File: src/rtl/bcd_scan_counter.sv
// rtl/bcd_scan_counter.sv - debounced BCD up/down event counter with multiplexed 7-seg scan driver
// Optional leading-zero blanking: define BCD_SCAN_LZB_EN.
module bcd_scan_counter #(
    parameter int DIGITS     = 4,
    parameter int SCAN_DIV   = 50000,
    parameter int DEB_CYCLES = 1000
) (
    input  logic                  clk,
    input  logic                  rst_n,
    input  logic                  cnt_in,
    input  logic                  en,
    input  logic                  up_down,
    input  logic                  load,
    input  logic [4*DIGITS-1:0]   load_val,
    output logic [4*DIGITS-1:0]   value,
    output logic                  co,
    output logic [7:0]            seg,
    output logic [DIGITS-1:0]     sel
);
    localparam int DEB_W = $clog2(DEB_CYCLES + 1);
    localparam int DIV_W = $clog2(SCAN_DIV);
    localparam int IDX_W = (DIGITS > 1) ? $clog2(DIGITS) : 1;

    logic [1:0]          r_sync;
    logic                r_deb;
    logic                r_deb_d;
    logic [DEB_W-1:0]    r_stab;
    logic                r_strobe;
    logic [4*DIGITS-1:0] r_value;
    logic                r_co;
    logic [DIV_W-1:0]    r_div;
    logic [IDX_W-1:0]    r_idx;
    logic [DIGITS-1:0]   r_sel;
    logic [7:0]          r_seg;

    logic [4*DIGITS-1:0] w_inc;
    logic [4*DIGITS-1:0] w_dec;
    logic [4*DIGITS-1:0] w_load;
    logic                w_carry;
    logic                w_borrow;
    logic [IDX_W-1:0]    w_idx_next;
    logic [3:0]          w_digit;
    logic                w_blank;
    logic [7:0]          w_seg;

    // Debounced level flips only after DEB_CYCLES consecutive disagreeing samples
    always_ff @(posedge clk) begin
        if (!rst_n) begin
            r_sync   <= 2'b00;
            r_deb    <= 1'b0;
            r_deb_d  <= 1'b0;
            r_stab   <= '0;
            r_strobe <= 1'b0;
        end else begin
            r_sync   <= {r_sync[0], cnt_in};
            r_deb_d  <= r_deb;
            r_strobe <= r_deb & ~r_deb_d;
            if (r_sync[1] == r_deb) begin
                r_stab <= '0;
            end else if (r_stab == DEB_W'(DEB_CYCLES - 1)) begin
                r_deb  <= ~r_deb;
                r_stab <= '0;
            end else begin
                r_stab <= r_stab + 1'b1;
            end
        end
    end

    always_comb begin
        w_carry  = 1'b1;
        w_borrow = 1'b1;
        w_inc    = r_value;
        w_dec    = r_value;
        w_load   = load_val;
        for (int k = 0; k < DIGITS; k++) begin
            if (w_carry) begin
                if (r_value[4*k +: 4] >= 4'd9) begin
                    w_inc[4*k +: 4] = 4'd0;
                end else begin
                    w_inc[4*k +: 4] = r_value[4*k +: 4] + 4'd1;
                    w_carry         = 1'b0;
                end
            end
            if (w_borrow) begin
                if (r_value[4*k +: 4] == 4'd0) begin
                    w_dec[4*k +: 4] = 4'd9;
                end else begin
                    w_dec[4*k +: 4] = r_value[4*k +: 4] - 4'd1;
                    w_borrow        = 1'b0;
                end
            end
            if (load_val[4*k +: 4] > 4'd9) begin
                w_load[4*k +: 4] = 4'd9;
            end
        end
    end

    // A carry/borrow surviving past the top digit is the full-width wrap
    always_ff @(posedge clk) begin
        if (!rst_n) begin
            r_value <= '0;
            r_co    <= 1'b0;
        end else begin
            r_co <= 1'b0;
            if (load) begin
                r_value <= w_load;
            end else if (r_strobe && en) begin
                if (up_down) begin
                    r_value <= w_inc;
                    r_co    <= w_carry;
                end else begin
                    r_value <= w_dec;
                    r_co    <= w_borrow;
                end
            end
        end
    end

    always_comb begin
        w_idx_next = r_idx;
        if (r_div == DIV_W'(SCAN_DIV - 1)) begin
            w_idx_next = (r_idx == IDX_W'(DIGITS - 1)) ? '0 : r_idx + 1'b1;
        end
    end

    assign w_digit = r_value[{w_idx_next, 2'b00} +: 4];

`ifdef BCD_SCAN_LZB_EN
    logic [4*DIGITS-1:0] w_upper;
    assign w_upper = r_value >> {w_idx_next, 2'b00};
    assign w_blank = (w_idx_next != '0) && (w_upper == '0);
`else
    assign w_blank = 1'b0;
`endif

    always_comb begin
        w_seg = 8'hff;
        if (!w_blank) begin
            case (w_digit)
                4'd0:    w_seg = 8'hc0;
                4'd1:    w_seg = 8'hf9;
                4'd2:    w_seg = 8'ha4;
                4'd3:    w_seg = 8'hb0;
                4'd4:    w_seg = 8'h99;
                4'd5:    w_seg = 8'h92;
                4'd6:    w_seg = 8'h82;
                4'd7:    w_seg = 8'hf8;
                4'd8:    w_seg = 8'h80;
                4'd9:    w_seg = 8'h90;
                default: w_seg = 8'hff;
            endcase
        end
    end

    // sel and seg both derive from the next index so they switch on the same edge as r_idx
    always_ff @(posedge clk) begin
        if (!rst_n) begin
            r_div <= '0;
            r_idx <= '0;
            r_sel <= ~DIGITS'(1);
            r_seg <= 8'hc0;
        end else begin
            r_div <= (r_div == DIV_W'(SCAN_DIV - 1)) ? '0 : r_div + 1'b1;
            r_idx <= w_idx_next;
            r_sel <= ~(DIGITS'(1) << w_idx_next);
            r_seg <= w_seg;
        end
    end

    assign value = r_value;
    assign co    = r_co;
    assign seg   = r_seg;
    assign sel   = r_sel;

endmodule

File: config.mk
export PLATFORM = sky130hd
export DESIGN_NAME = bcd_scan_counter
export DESIGN_NICKNAME = d
export VERILOG_FILES = /design/src/rtl/bcd_scan_counter.sv
export SDC_FILE = /design/constraint.sdc
export NUM_CORES = 1
export LEC_CHECK = 0
export CAP_MARGIN = 20
export CORE_MARGIN = 5
export CORE_UTILIZATION = 39
export CTS_CLUSTER_DIAMETER = 40
export DETAILED_ROUTE_END_ITERATION = 12
export PLACE_DENSITY = 0.75
export SLEW_MARGIN = 20
export SYNTH_ARGS = -nofsm -noshare
export SYNTH_HDL_FRONTEND = slang
export SYNTH_SLANG_ARGS = --single-unit
export TNS_END_PERCENT = 5
File: constraint.sdc
create_clock -name clk -period 2.65 [get_ports clk]
set_clock_uncertainty 0.2 [all_clocks]
set_input_delay 0.265 -clock clk [delete_from_list [all_inputs] [get_ports clk]]
set_output_delay 0.265 -clock clk [all_outputs]
set_load 0.01 [all_outputs]
== Yosys cells after proc, flatten, opt, wreduce, memory -nomap -nowiden ==
Memory sizes are Yosys's and may differ from the RTL's. A register that Yosys moved wholly into a read port is not among the register bits.
Cells that the tools add are included.

* Bits in registers: 62
* Latch bits: 0
* RAM bits: 0
* ROM bits: 112
* Input port bits: 22
* Word-level logic and storage cells: 105
* Memories: 1

* $add $sub $neg: 11
* Multiply operators: 0
* Div/mod/pow operators: 0
* $lt $le $gt $ge: 8
* Eq/ne operators: 7
* Shift operators: 2
* Muxes and demuxes: 38
* Bitwise operators: 7
* Reduce and logical (&&, ||, !) cells: 17

{| class="wikitable"
|+ Memory list
! memory !! depth !! bits a word !! rd ports !! clocked after Yosys merged registers in !! wr ports !! RTL line !! source
|-
| (name not given) || 16 || 7 || 1 || 1 || 0 || 139 || <nowiki>case (w_digit)</nowiki>
|}

{| class="wikitable"
|+ Operators with widths
! operator !! number
|-
| $mux 4 || 18
|-
| $mux 16 || 3
|-
| $add 16x1->16 const B || 1
|-
| $add 4x1->4 const B || 4
|-
| $eq 16x16->1 const B || 1
|-
| $ge 4x4->1 const B || 4
|-
| $gt 4x4->1 const B || 4
|-
| $logic_not 4->1 || 4
|-
| $shiftx 16x5->4 || 1
|-
| $sub 4x1->4 const B || 4
|-
| $mux 1 || 15
|-
| $add 10x1->10 const B || 1
|-
| $eq 10x10->1 const B || 1
|-
| $ne 3x1->1 const B || 3
|-
| $reduce_and 3->1 || 3
|-
| $reduce_bool 3->1 || 3
|-
| $reduce_or 3->1 || 2
|-
| $not 1->1 || 5
|-
| $mux 2 || 2
|-
| $not 4->4 || 1
|-
| $shl 1x2->4 const A || 1
|-
| $add 2x1->2 const B || 1
|-
| $eq 2x2->1 const B || 1
|-
| $reduce_and 2->1 || 1
|-
| 6 further kinds || 6
|}

== Logic depth before layout (Yosys ltp) ==
Gate-level depths: netlist of run 1.

* Depth in word-level cells: 8
* Mapped depth: 11
* Gate-level depth less buffers: 10

== Worst setup path before layout of run 1 ==
OpenSTA, ideal clock, no wires.

* Path type: flip-flop to flip-flop
* From: reg r_div[0]
* To: reg r_seg[5] (netlist: seg[5])
* Arrival time: 2.427 ns
* Slack: -0.099 ns
* Stages on the path, launching flop included: 11
* Buffers on the path: 0
* Cell sequence: dfxtp_1 -> ha_1 -> and3_1 -> nand4_4 -> mux2i_4 -> nor2_2 -> o32ai_2 -> inv_1 -> ha_1 -> or3_1 -> o311a_1

* Cells in the longest elaborated chain, start to end: 3

{| class="wikitable"
|+ Ends and longest elaborated chain
! what !! RTL line !! source
|-
| from (decl) || 31 || <nowiki>logic [DIV_W-1:0] r_div;</nowiki>
|-
| from (signal assigned) || 163 || <nowiki>r_div <= (r_div == DIV_W'(SCAN_DIV - 1)) ? '0 : r_div + 1'b1;</nowiki>
|-
| $eq 16x16->1 || 121 || <nowiki>if (r_div == DIV_W'(SCAN_DIV - 1)) begin</nowiki>
|-
| $mux 2 || 121 ||
|-
| $shiftx 16x5->4 || 126 || <nowiki>assign w_digit = r_value[{w_idx_next, 2'b00} +: 4];</nowiki>
|-
| to (decl) || 34 || <nowiki>logic [7:0] r_seg;</nowiki>
|}

Every way passes these cells.
A chain may end at the register's enable or synchronous reset.

== Worst setup path in the final report of run 1 ==
* From: reg r_div[12]
* To: reg r_seg[5] (netlist: seg[5])

Same word-level chain as after synthesis.

==> results of run 1 <==
[cells in the final DEF, fill, tap and decap left out, drive strengths merged, types with 7 or more instances in the layout]
cell type	n
clkdlybuf4s50	49
nand2	35
dfxtp	61
o21ai	37
and3	7
buf	40
nor2	41
clkbuf	10
and2	10
xor2	12
xnor2	13
nor2b	13
o31ai	7
inv	23
ha	17
nand3	13
a21oi	20
nor3	9
[state kept, by name, indices dropped and copies added, names as in the netlist]
name and count:
r_stab 10, r_strobe 1, value 16, r_deb_d 1, r_div 16, seg 7, r_idx 2, r_sync 2
r_deb 1, co 1, sel 4
[cells in the mapped netlist (3+ instances only)]
cell / n
a31oi_1: 3
o31ai_1: 7
nand4_1: 4
nor2_1: 40
xnor2_1: 13
nand3_1: 13
o21a_1: 3
and2_1: 9
nor3_1: 8
a22oi_1: 4
a221oi_1: 6
dfxtp_1: 61
nand2b_1: 6
ha_1: 17
and3_1: 7
xor2_1: 12
nor3b_1: 3
nand2_1: 34
a21boi_0: 4
clkbuf_1: 11
o21ai_0: 35
or3_1: 6
nor2b_1: 13
a21oi_1: 20
mux2i_1: 4
o211a_1: 4
inv_1: 23
[area by class of cell]
cell class / count / area, um2 / share of cell area
Sequential cell: 61 / 1226 / 0.2585
Timing Repair Buffer: 89 / 827.0 / 0.1744
Multi-Input combinational cell: 320 / 2245 / 0.4732
Tap cell: 108 / 135.1 / 0.02849
Clock buffer: 10 / 137.6 / 0.02902
Clock inverter: 6 / 86.33 / 0.01820
Inverter: 23 / 86.33 / 0.01820
[timing repair]
item	4_1_cts	5_1_grt
resized for setup	0	18
endpoints found under the setup margin	0	10
buffers inserted	0	6
[worst register-to-register path: cells and delay by family, from the launching register on]
kind,cells,cell delay (ns)
fa+ha+maj,1,0.16
simple gates,4,0.97
buf+inv,1,0.08
flops,1,0.36
compound gates,2,0.41
mux,1,0.36
[metal layers]
layer	GRT usage	share of wire
met5	0	0
met4	0.06210	0.017
met3	0.03453	0.049
met2	0.2451	0.46
met1	0.2171	0.47
[path summary, 6_finish.rpt]
kind | start | to | slack (ns) | cells after the start
setup / recovery | r_div[12] | seg[5] | 0.008 | 9
hold / removal | r_deb_d | r_strobe | 0.19 | 1
setup reg to reg | r_div[12] | seg[5] | 0.008 | 9
hold reg to reg | r_deb_d | r_strobe | 0.19 | 1
[power groups by stage]
stage | Sequential, uW | Combinational (uW) | Clock (uW)
floorplan | 1020 | 245 | 0
global placement | 1000 | 454 | 0
detailed placement | 1000 | 459 | 0
CTS | 984 | 463 | 947
global route | 988 | 529 | 1010
finish | 984 | 479 | 930
[kinds of logic (layout without fill, tap and decap cells)]
family,after synthesis,count (layout),synth area share
AO/OA/AOI/OAI,110,110,0.2190
buffers and inverters,38,128,0.04437
multiplexers,7,8,0.02591
adder cells (fa/ha/maj),17,17,0.06035
AND/OR/NAND/NOR,159,159,0.2407
flip-flops,61,61,0.3465
other,1,1,0.001064
XOR/XNOR,25,25,0.06212
[through the flow]
stage	setup TNS, ns	utilization	instance area (um2)
2_1_floorplan	0	-	3553
3_3_place_gp	0	0.4994	4377
3_5_place_dp	0	0.4994	4377
4_1_cts	0	0.5250	4601
5_1_grt	-0.2650	0.5413	4743
6_report	0	0.5413	4743
==> flow_summary.ini, run 1 <==
[placed_design]
placedCellCount = 594
port_buffers = 49
gp_congestion = 0.9126
dp_hpwl_mm = 6.482
pre_cts_ws_ns = 0.02461

[layout]
drive_above_1_share = 0.1690
stdcell_count = 617
syn_to_final_growth_pct = 34.58
fill_cells = 774
nNetsFinal = 543
n_antenna_cell = 0

[sta]
setup_ws_ns = 0.008395
setup_viol = 0
slew_headroom = 0.5691
max_slew.worst_pin.slew_ns = 0.6414
layout_min_cycle_time_ns = 2.642
post-route-period-util = 0.9968
maxSlewViolCount = 0
hold_violations = 0
rsz0062_at_grt = true
fin_hold_ws_ns = 0.1944
timing.fmax_mhz = 378.6

[grt]
grt_max_degree = 25
grtUsageTotal = 0.1591
grt_pass1_vias = 3115
overflow = 0
grt_antenna_before_repair = 0
grt_pass1_wl_mm = 14.77

[clock_tree]
cts_made_buffers = 9
insertion_delay_ns = 0.35
postCtsHoldBufs = 0
cts.clk_slew.worst_paths_ns = 0.07
cts_buffer_depth = 2
tritoncts = yes
cts_sinks = 61
root_buffer = clkbuf_8
htree_levels = 3

[synth]
syn_nets = 457
synthCells = 418
synth_enable_flop_cells = 0
ys_ff_latch = 61
synth_area_leaders = dfxtp_1 35%, ha_1 6.0%, o21ai_0 5.0%
yosys_warnings = 0
synth.distinct_cells = 67
syn_avg_cell_area_um2 = 8.432
synth_flop_cell = dfxtp_1
mappedNetlistArea_mm2 = 0.003525
synth_top_cell_by_area = dfxtp_1
yosysSeqAreaShare = 0.3465
synth_top_area_share = 0.3465
async_reset_ff_frac = 0

[critical_path]
critPathCaptureType = flip-flop
crit_family = simple AND/OR/NAND/NOR gates
startpoint_type = flip-flop
cp_data_required_time_ns = 2.69
max_stage_delay_ns = 0.36
cp_slowest_cell = dfxtp_4
critPathBufInv = 1
crit_fanout = 6
crit_chain = nor4_4, nand4_4, mux2i_4, nor2_2, o32ai_4, inv_2, ha_4, or3_1, o311a_1
critical_path_class = reg -> reg
cp_data_arrival_time_ns = 2.68

[route]
drt-total-wl_mm = 8.821
drtIter0Drc = 177
post_drt_wl_per_cell_um = 14.30
drc = 0
routed_via_density = 5.417
drtAntennaViolNets = 0
firstDrtPassIters = 4
dr_total_vias = 3342

[power]
p_leak_uw = 0.001826
p_sw_uw = 652.7
ir_drop_uv = 277.7
power.density_mw_per_mm2 = 504.4
power.internal_uw = 1740
comb_power_share = 0.200
seqPwrFrac = 0.411
power.total_uw = 2393
power_frac_clock = 0.389
p_sw_frac = 0.2728

[floorplanning]
die_area_mm2 = 0.01104
dieWidth_um = 105.1
core_area_mm2 = 0.008763
die_h_um = 105.1
initial_core_util = 0.4022
rows = 34
boundaryPins = 51

[run_status]
status = complete, no violations

[job]
max-cap-violations = 0

[hold_path]
hold_path.class = reg -> reg
No activity file was read; power rests on OpenSTA's default activity.
==> run 2: changes to the inputs <==
--- a/config.mk
+++ b/config.mk
@@ -7,10 +7,10 @@
 export LEC_CHECK = 0
 export CAP_MARGIN = 20
 export CORE_MARGIN = 5
-export CORE_UTILIZATION = 39
+export CORE_UTILIZATION = 40
 export CTS_CLUSTER_DIAMETER = 40
 export DETAILED_ROUTE_END_ITERATION = 12
-export PLACE_DENSITY = 0.75
+export PLACE_DENSITY = 0.76
 export SLEW_MARGIN = 20
 export SYNTH_ARGS = -nofsm -noshare
 export SYNTH_HDL_FRONTEND = slang
==> flow_summary.ini, run 2 (same netlist as run 1, synthesis figures left out) <==
[run_status]
status = complete, no violations

[route]
post_drt_wl_per_cell_um = 14.73
drtIter0Drc = 198
routed_via_density = 5.462
drt-total-wl_mm = 9.029
firstDrtPassIters = 5
drtAntennaViolNets = 0
drc = 0
dr_total_vias = 3348

[clock_tree]
cts_made_buffers = 9
htree_levels = 3
root_buffer = clkbuf_8
insertion_delay_ns = 0.35
cts_sinks = 61
cts_buffer_depth = 2
postCtsHoldBufs = 0
tritoncts = yes
cts.clk_slew.worst_paths_ns = 0.07

[layout]
syn_to_final_growth_pct = 32.73
finish.instance_area_mm2 = 0.004678
mostFrequentLayoutCells = 59 x dfxtp_1, 49 x clkdlybuf4s50_1, 40 x nor2_1
mostFrequentLayoutCell = dfxtp_1
n_antenna_cell = 0
drive_above_1_share = 0.1505
nNetsFinal = 540
final_util = 0.5417

[placed_design]
gp_congestion = 0.8819
dp_hpwl_mm = 6.730
port_buffers = 49
placed_area_mm2 = 0.004362
pre_cts_ws_ns = 0.006322

[grt]
grt_max_degree = 20
grt_pass1_wl_mm = 15.08
grt_pass1_vias = 3266
overflow = 0
grtUsageTotal = 0.1671
grt_antenna_before_repair = 0

[critical_path]
crit_start = r_div[1]
crit_fanout = 6
reg2regPathDepth = 9
reg2reg_to = seg[5]
cp_data_required_time_ns = 2.69
critPathCaptureType = flip-flop
ff2ff_setup_slack_ns = 0.02
critical_path_class = reg -> reg
startpoint_type = flip-flop
cp_data_arrival_time_ns = 2.67
r2r-start = r_div[1]

[sta]
timing.fmax_mhz = 380.0
max_slew.worst_pin.slew_ns = 0.6921
slew_headroom = 0.5351
fin_tns_setup_ns = 0
hold_violations = 0
setup_ws_ns = 0.01860
rsz0062_at_grt = true
setup_viol = 0
layout_min_cycle_time_ns = 2.631
post-route-period-util = 0.9930
maxSlewViolCount = 0

[hold_path]
holdPathEnd = r_strobe
whs_path_depth = 1
min_from = r_deb_d
hold_path.class = reg -> reg

[floorplanning]
boundaryPins = 51
rows = 34
die_h_um = 103.9
dieWidth_um = 103.9
core_area_mm2 = 0.008636
die_area_mm2 = 0.01079
initial_core_util = 0.4081

[power]
ir_drop_uv = 275.0
power.total_uw = 2408
p_leak_uw = 0.001803
power.density_mw_per_mm2 = 514.6

[job]
max-cap-violations = 0
-- run 2: worst max-delay path: stages (launching register included) --
cell,delay [ns]
dfxtp_1,0.35
ha_2,0.19
and3_4,0.21
nand4_4,0.18
mux2i_4,0.33
buf_6,0.17
nand2_1,0.12
a32o_2,0.34
or3_1,0.31
o311a_1,0.12
-- run 2: layer usage --
layer | vias to the layer above | GRT usage | part of all wire
met4 | 0 | 0.08696 | 0.026
li1 | 1654 | - | -
met2 | 94 | 0.2696 | 0.49
met3 | 23 | 0.03724 | 0.042
met5 | - | 0 | 0
met1 | 1577 | 0.2078 | 0.44
-- run 2: area by class of cell --
class,instances,area [um2]
Clock buffer,12,155.1
Clock inverter,3,68.82
Fill cell,768,3958
Inverter,23,86.33
Multi-Input combinational cell,319,2217
Sequential cell,61,1224
Tap cell,108,135.1
Timing Repair Buffer,87,792.0
-- run 2: where the power goes --
group	switching (uW)	internal (uW)
registers	35.8	954
logic	237	230
clock network	373	578
-- run 2: per-stage QoR --
stage,hold WS [ns],std cells
after floorplan,0.1674,418
after global placement,0.1751,592
after detailed placement,0.1748,592
after CTS,0.1974,611
after global routing,0.2184,613
final,0.1945,613
-- run 2: worst max-delay path by stage --
stage	to	slack, ns	cells past startpoint
final	seg[5]	0.02	9
after global routing	seg[5]	-0.06	9
after CTS	seg[0]	0.01	9
after detailed placement	seg[5]	0.006	10
after global placement	seg[5]	0.09	10
after floorplan	seg[5]	0.01	10
-- run 2: timing repair --
item / 4_1_cts / 5_1_grt
buffers inserted: 4 / 2
pin swaps: 0 / 2
endpoints found under the setup margin: 1 / 13
gates cloned: 0 / 0
gates resized for setup: 0 / 11
==> run 3: changes to the inputs <==
--- a/config.mk
+++ b/config.mk
@@ -8,9 +8,11 @@
 export CAP_MARGIN = 20
 export CORE_MARGIN = 5
 export CORE_UTILIZATION = 40
+export CTS_BUF_LIST = sky130_fd_sc_hd__clkbuf_8 sky130_fd_sc_hd__clkbuf_16
 export CTS_CLUSTER_DIAMETER = 40
 export DETAILED_ROUTE_END_ITERATION = 12
 export PLACE_DENSITY = 0.76
+export SKIP_LAST_GASP = 1
 export SLEW_MARGIN = 20
 export SYNTH_ARGS = -nofsm -noshare
 export SYNTH_HDL_FRONTEND = slang
==> flow_summary.ini, run 3 (same netlist as run 1, synthesis figures left out) <==
[run_status]
status = complete, no violations

[power]
ir_drop_uv = 270.5
power_frac_clock = 0.395
p_sw_uw = 649.4
power.internal_uw = 1758
p_sw_frac = 0.2698
p_leak_uw = 0.001808
power.total_uw = 2407
power.density_mw_per_mm2 = 515.2
comb_power_share = 0.194
seqPwrFrac = 0.411

[floorplanning]
rows = 34
boundaryPins = 51
die_area_mm2 = 0.01079
dieWidth_um = 103.9
core_area_mm2 = 0.008636
die_h_um = 103.9
initial_core_util = 0.4081

[placed_design]
gp_congestion = 0.8819
dp_hpwl_mm = 6.730
port_buffers = 49
placedCellCount = 592
placed_area_mm2 = 0.004362

[sta]
slew_headroom = 0.5521
setup_viol = 0
rsz0062_at_grt = true
hold_violations = 0
fin_hold_ws_ns = 0.1969
timing.fmax_mhz = 377.7
post-route-period-util = 0.9990
maxSlewViolCount = 0
max_slew.worst_pin.slew_ns = 0.6667
layout_min_cycle_time_ns = 2.647

[grt]
overflow = 0
grt_antenna_before_repair = 0
grt_max_degree = 20
grt_pass1_wl_mm = 15.08
grtUsageTotal = 0.1671
grt_pass1_vias = 3266

[route]
routed_via_density = 5.486
drtAntennaViolNets = 0
post_drt_wl_per_cell_um = 14.72
drc = 0
dr_total_vias = 3363
firstDrtPassIters = 5
drtIter0Drc = 177
drt-total-wl_mm = 9.025

[critical_path]
max_stage_delay_ns = 0.34
startpoint_type = flip-flop
crit_start = r_div[1]
cp_data_required_time_ns = 2.69
crit_chain = ha_2, and3_4, nand4_4, mux2i_4, buf_4, nand2_1, a32o_2, or3_1, o311a_1
critical_path_class = reg -> reg
crit_fanout = 6
cp_slowest_cell = dfxtp_1
critPathCaptureType = flip-flop
cp_data_arrival_time_ns = 2.69
r2r-start = r_div[1]

[clock_tree]
cts.clk_slew.worst_paths_ns = 0.07
cts_sinks = 61
tritoncts = yes
htree_levels = 3
root_buffer = clkbuf_8
insertion_delay_ns = 0.35
cts_made_buffers = 9
postCtsHoldBufs = 0
cts_buffer_depth = 2

[layout]
n_antenna_cell = 0
drive_above_1_share = 0.1485
mostFrequentLayoutCell = dfxtp_1
syn_to_final_growth_pct = 32.55
final_util = 0.5410
nNetsFinal = 540
finish.instance_area_mm2 = 0.004672
mostFrequentLayoutCells = 59 x dfxtp_1, 49 x clkdlybuf4s50_1, 40 x nor2_1
stdcell_count = 613

[hold_path]
min_from = r_deb_d
hold_path.class = reg -> reg

[job]
max-cap-violations = 0
## run 3: power groups by stage
stage / Clock [uW] / Combinational [uW] / Sequential (uW)
after floorplan: 0 / 245 / 1020
after global placement: 0 / 449 / 1010
after detailed placement: 0 / 457 / 1010
after CTS: 966 / 460 / 988
after global routing: 1010 / 522 / 994
final: 950 / 468 / 989
## run 3: layout make-up
| type | instances | area (um2) |
|---|---|---|
| clock buffers | 11 | 151.4 |
| clock inverters | 4 | 72.57 |
| fillers | 767 | 3964 |
| inverters | 23 | 86.33 |
| multi-input cells | 319 | 2215 |
| flip-flops and latches | 61 | 1224 |
| well taps | 108 | 135.1 |
| repair buffers | 87 | 788.3 |
## run 3: worst max-delay path, delay by kind of cell, from the launching register on
family,cells,cell delay [ns]
buffers and inverters,1,0.20
muxes,1,0.31
adders and majority gates,1,0.19
AOI/OAI and AO/OA,2,0.46
and+or+nand+nor,4,0.82
DFF,1,0.34
## run 3: path summary, 6_finish.rpt
kind                                  to  slack (ns)  cells after the start
worst min register to register  r_strobe        0.20                      1
worst max-delay path              seg[5]       0.003                      9
worst max register to register    seg[5]       0.003                      9
worst min-delay path            r_strobe        0.20                      1
## run 3: per-stage QoR
| step | setup WS, ns | TNS, ns |
|---|---|---|
| global route | -0.09444 | -0.3378 |
| finish | 0.002654 | 0 |
| floorplan | 0.01133 | 0 |
| global placement | 0.09211 | 0 |
| CTS | 0.01077 | 0 |
| detailed placement | 0.006322 | 0 |
## run 3: repair_timing
item | CTS | global route
pin swaps | 0 | 1
endpoints found under the setup margin | 1 | 13
buffers inserted | 4 | 2
resized for setup | 0 | 8
## run 3: routing by layer
layer / global-route usage / part of all wire
met4: 0.08696 / 0.026
met3: 0.03724 / 0.044
met5: 0 / 0
met2: 0.2696 / 0.48
met1: 0.2078 / 0.45
